**src/rtl/fsic_wb_cfg_bridge.sv**
```systemverilog
// Wishbone slave front end of FSIC: window decode and WB-classic to config request/response bus.
// Optional bus timeout enabled by defining FSIC_WB_TIMEOUT_EN.
module fsic_wb_cfg_bridge #(
   parameter logic [31:0] BASE_ADDR   = 32'h3000_0000,
   parameter logic [31:0] WIN_MASK    = 32'hFFF0_0000,
   parameter int unsigned ADDR_W      = 15,
   parameter int unsigned TIMEOUT_CYC = 255
) (
   input  logic              wb_clk,
   input  logic              wb_rst,
   input  logic [31:0]       wbs_adr,
   input  logic [31:0]       wbs_wdata,
   input  logic [3:0]        wbs_sel,
   input  logic              wbs_cyc,
   input  logic              wbs_stb,
   input  logic              wbs_we,
   output logic              wbs_ack,
   output logic [31:0]       wbs_rdata,
   output logic              cfg_req,
   output logic              cfg_we,
   output logic [ADDR_W-1:0] cfg_addr,
   output logic [31:0]       cfg_wdata,
   output logic [3:0]        cfg_be,
   input  logic              cfg_gnt,
   input  logic              cfg_rvalid,
   input  logic [31:0]       cfg_rdata,
   output logic              bus_err
);

   typedef enum logic [2:0] {IDLE, REQ, RDWAIT, ACK, DRAIN} state_t;

   state_t state;
   logic   wb_req;
   logic   win_hit;

   // !wbs_ack keeps the still-asserted stb of the just-acked cycle from restarting a transfer
   assign wb_req  = wbs_cyc & wbs_stb & ~wbs_ack;
   assign win_hit = ((wbs_adr & WIN_MASK) == BASE_ADDR);

`ifdef FSIC_WB_TIMEOUT_EN
   localparam logic [15:0] TO_LIM = 16'(TIMEOUT_CYC);

   logic [15:0] to_cnt;
   logic        to_hit;

   assign to_hit = (to_cnt == TO_LIM);

   // REQ is only entered from IDLE, so clearing in IDLE gives a fresh count per request
   always_ff @(posedge wb_clk or posedge wb_rst) begin
      if (wb_rst) begin
         to_cnt <= '0;
      end else if (state == IDLE) begin
         to_cnt <= '0;
      end else if ((state == REQ || state == RDWAIT || state == DRAIN) && !to_hit) begin
         to_cnt <= to_cnt + 16'd1;
      end
   end
`else
   logic unused_timeout;

   assign unused_timeout = ^TIMEOUT_CYC;
   assign bus_err        = 1'b0;
`endif

   always_ff @(posedge wb_clk or posedge wb_rst) begin
      if (wb_rst) begin
         state     <= IDLE;
         wbs_ack   <= 1'b0;
         wbs_rdata <= '0;
         cfg_req   <= 1'b0;
         cfg_we    <= 1'b0;
         cfg_addr  <= '0;
         cfg_wdata <= '0;
         cfg_be    <= '0;
`ifdef FSIC_WB_TIMEOUT_EN
         bus_err   <= 1'b0;
`endif
      end else begin
         wbs_ack <= 1'b0;
         case (state)
            IDLE: begin
               wbs_rdata <= '0;
               if (wb_req) begin
                  if (win_hit) begin
                     cfg_req   <= 1'b1;
                     cfg_we    <= wbs_we;
                     cfg_addr  <= wbs_adr[ADDR_W-1:0];
                     cfg_wdata <= wbs_wdata;
                     cfg_be    <= wbs_sel;
                     state     <= REQ;
                  end else begin
                     state <= ACK;
                  end
               end
            end
            REQ: begin
               if (cfg_gnt) begin
                  cfg_req <= 1'b0;
                  if (cfg_we) begin
                     state <= ACK;
                  end else if (cfg_rvalid) begin
                     wbs_rdata <= cfg_rdata;
                     state     <= ACK;
                  end else begin
                     state <= RDWAIT;
                  end
               end else if (!wbs_cyc) begin
                  cfg_req <= 1'b0;
                  state   <= IDLE;
               end
`ifdef FSIC_WB_TIMEOUT_EN
               else if (to_hit) begin
                  cfg_req   <= 1'b0;
                  bus_err   <= 1'b1;
                  wbs_rdata <= 32'hDEAD_BEEF;
                  state     <= ACK;
               end
`endif
            end
            RDWAIT: begin
               // an aborted read still owes a response; a coincident one is simply dropped
               if (!wbs_cyc) begin
                  state <= cfg_rvalid ? IDLE : DRAIN;
               end else if (cfg_rvalid) begin
                  wbs_rdata <= cfg_rdata;
                  state     <= ACK;
               end
`ifdef FSIC_WB_TIMEOUT_EN
               else if (to_hit) begin
                  bus_err   <= 1'b1;
                  wbs_rdata <= 32'hDEAD_BEEF;
                  state     <= ACK;
               end
`endif
            end
            ACK: begin
               wbs_ack <= 1'b1;
               state   <= IDLE;
            end
            DRAIN: begin
               if (cfg_rvalid) begin
                  state <= IDLE;
               end
`ifdef FSIC_WB_TIMEOUT_EN
               else if (to_hit) begin
                  state <= IDLE;
               end
`endif
            end
            default: state <= IDLE;
         endcase
      end
   end

endmodule

```
**config.mk**
```make
export PLATFORM = sky130hd
export DESIGN_NAME = fsic_wb_cfg_bridge
export DESIGN_NICKNAME = d
export VERILOG_FILES = /design/src/rtl/fsic_wb_cfg_bridge.sv
export SDC_FILE = /design/constraint.sdc
export NUM_CORES = 1
export LEC_CHECK = 0
export BUFFER_PORTS_ARGS = -buffer_cell sky130_fd_sc_hd__buf_2
export CORE_ASPECT_RATIO = 0.75
export CORE_MARGIN = 2
export CORE_UTILIZATION = 50
export CTS_CLUSTER_DIAMETER = 200
export DETAILED_ROUTE_END_ITERATION = 8
export PLACE_DENSITY_LB_ADDON = 0.3
export SETUP_SLACK_MARGIN = 0.4
export SLEW_MARGIN = 20
export SYNTH_ARGS = -nofsm -noshare
export SYNTH_HDL_FRONTEND = slang
export SYNTH_SLANG_ARGS = --single-unit
```
**constraint.sdc**
```tcl
create_clock -name wb_clk -period 6.46 [get_ports wb_clk]
set_input_delay 1.615 -clock wb_clk [delete_from_list [all_inputs] [get_ports wb_clk]]
set_output_delay 1.615 -clock wb_clk [all_outputs]
set_load 0.005 [all_outputs]
```
==> impl_metrics.py <==
metrics = {
    "power": {
        "leakagePower_nw": 2.95,
        "power.density_nw_per_um2": 313,
        "ir_worst_vdd_v": 0.000208,
    },
    "setup_path": {
        "crit_path_end_kind": "register",
        "startpoint": "wbs_cyc",
        "endpoint": "cfg_addr[2]$_DFFE_PP0P_",
        "start_kind": "input port",
        "r2r_start": "state[0]$_DFFE_PP0P_",
        "critPathKind": "input port to register",
        "cp.required_ns": 6.70,
        "path_max_fanout": 34,
        "r2r_slack_ns": 4.09,
        "r2r_end": "cfg_addr[2]$_DFFE_PP0P_",
        "arrival_ns": 3.44,
        "reg2regPathDepth": 4,
    },
    "cts": {
        "cts_made_buffers": 9,
        "cts-htree-levels": 3,
        "cts_resized": 0,
        "clk_latency_ns": 0.34,
        "root_buffer": "clkbuf_8",
        "postCtsSetupBuffers": 0,
        "clkSinkCount": 89,
        "cts_tree": "yes",
        "cts_hold_buf": 0,
        "cts.path.max_buffers": 2,
        "clk_pin_slew_ns": 0.09,
    },
    "cells_and_area": {
        "final_cell_mix": "buf_2 (187), dfrtp_1 (89), mux2_4 (49)",
        "drive_gt1_share_pct": 54.7,
        "fin_nets": 585,
        "n_antenna_cell": 0,
        "syn_to_final_growth_pct": 30.5,
        "layout_commonest_cell": "buf_2",
    },
    "routing": {
        "via_per_inst": 4.66,
        "vias": 2738,
        "ant_nets": 0,
        "drt_iter0_markers": 88,
        "first_pass_iters": 4,
        "drcViolationCount": 0,
        "wl_per_cell_microns": 14.1,
        "drt-total-wl_microns": 8280,
    },
    "timing": {
        "timing.final.crit_period_ns": 3.20,
        "hold_viol_final": 0,
        "fin_tns_setup_ns": 0,
        "drv_slew": 0,
        "tightest_slew_ns": 0.785,
        "setup_viol": 0,
        "rsz0062_at_grt": "false",
        "clock.fmax_mhz": 312,
        "slew_headroom_pct": 47.7,
        "setup_ws_ns": 3.26,
        "finalCritPeriodShare_pct": 49.6,
        "fin_worst_skew_ns": 0.00751,
    },
    "logic_synthesis": {
        "ys_seq_area_share_pct": 56.4,
        "syn_inst": 292,
        "syn-cell-area_sq_um": 3950,
        "yosysWarnings": 0,
        "syn_nets": 399,
        "synthDistinctLibCells": 31,
        "ys_ff_latch": 89,
        "yosys.area.top_type": "dfrtp_1",
        "syn-mean-instance-area_sq_um": 13.5,
        "netlist.area_leader.share_pct": 56.4,
        "synth.area.top_cells": "dfrtp_1 (56%), mux2_4 (19%), mux2i_1 (8.1%)",
    },
    "global_route": {
        "antenna_found_initial": 0,
        "track_usage_pct": 18.9,
        "grt_max_degree": 90,
        "grt_pass1_wl_microns": 12900,
        "grt_pass1_vias": 2622,
        "overflow": 0,
    },
    "floorplan": {
        "die_h_microns": 81.0,
        "die_w_microns": 107,
        "core-area_sq_um": 7780,
        "placementRows": 28,
        "ios": 194,
        "initial_core_util_pct": 50.8,
        "dieArea_sq_um": 8640,
    },
    "run_status": {
        "outcome": "completed",
    },
    "placed_design": {
        "place_hpwl_microns": 5900,
        "gp_congestion": 0.736,
        "place_ws_ns": 2.65,
        "io_buffers": 187,
    },
    "hold_path": {
        "hold_class": "register to register",
        "hold_path_depth": 1,
        "min_from": "cfg_req$_DFFE_PP0P_",
    },
    "flow_run": {
        "drv_cap": 0,
    },
}
report_power, final:
group	switching [W]	total, W	internal, W
sequential	0.0000508	0.000688	0.000637
clock	0.000199	0.000429	0.000230
combinational	0.000273	0.000500	0.000227
cell type report:
cell class              instances  area (sq um)
inverters                      35           133
clock inverters                 6          90.1
well taps                     105           131
fillers                       646          2620
repair buffers                190           975
multi-input cells             153          1460
flip-flops and latches         89          2230
clock buffers                  10           138
synth_stat cells (all sizes together):
cell type	instances
buf	11
a21oi	6
or4b	1
xnor2	1
nor4bb	1
nor2	5
a21boi	1
nor3	5
nand3b	1
nand2b	1
or4	1
clkbuf	4
mux2i	32
conb	1
nor3b	2
o21ai	3
nor4	2
nand3	1
nor2b	1
mux2	52
o22ai	1
dfrtp	89
nand2	33
a21o	1
a2111oi	1
inv	35
worst max-delay path, cell delays in order:
cell,delay (ns)
buf_2,0.14
nand3b_1,0.11
or4_4,0.46
nor2_8,0.40
buf_12,0.32
mux2_2,0.36
metal layers:
metal | GRT usage, % | vias up | part of all wire [%]
met2 | 31.9 | 100 | 49
met3 | 4.17 | 9 | 5.4
met4 | 5.58 | 0 | 1.0
li1 | - | 1335 | -
met5 | 0 | - | 0
met1 | 24.9 | 1294 | 45
flip-flops by register name, indices dropped and copies added, names as in the netlist:
| name | count |
|---|---|
| cfg_wdata | 32 |
| cfg_req | 1 |
| state | 3 |
| cfg_be | 4 |
| cfg_addr | 15 |
| cfg_we | 1 |
| wbs_ack | 1 |
| wbs_rdata | 32 |
cell families after synthesis:
group / share of synthesized area (%)
multiplexers: 27.6
XOR/XNOR: 0.222
flip-flops: 56.4
AO/OA/AOI/OAI: 1.90
AND/OR/NAND/NOR: 6.78
other: 0.0949
buffers and inverters: 7.06
per-stage QoR:
step	util (%)	total power (W)	hold WS, ns	cell area [sq um]	std cells
5_1_grt	66.3	0.00172	0.517	5160	588
4_1_cts	66.0	0.00164	0.502	5130	587
3_5_place_dp	63.1	0.00121	0.471	4910	571
2_1_floorplan	-	0.00103	0.474	3950	292
6_report	66.3	0.00162	0.495	5160	588
3_3_place_gp	63.0	0.00118	0.457	4900	571
worst min-delay path by stage:
stage                                endpoint  slack (ns)
after floorplan           cfg_req$_DFFE_PP0P_        0.47
after global placement    cfg_req$_DFFE_PP0P_        0.46
after detailed placement  cfg_req$_DFFE_PP0P_        0.47
after CTS                 cfg_req$_DFFE_PP0P_        0.50
after global routing      cfg_req$_DFFE_PP0P_        0.52
final                     cfg_req$_DFFE_PP0P_        0.49
(Power assumes the default switching activity.)
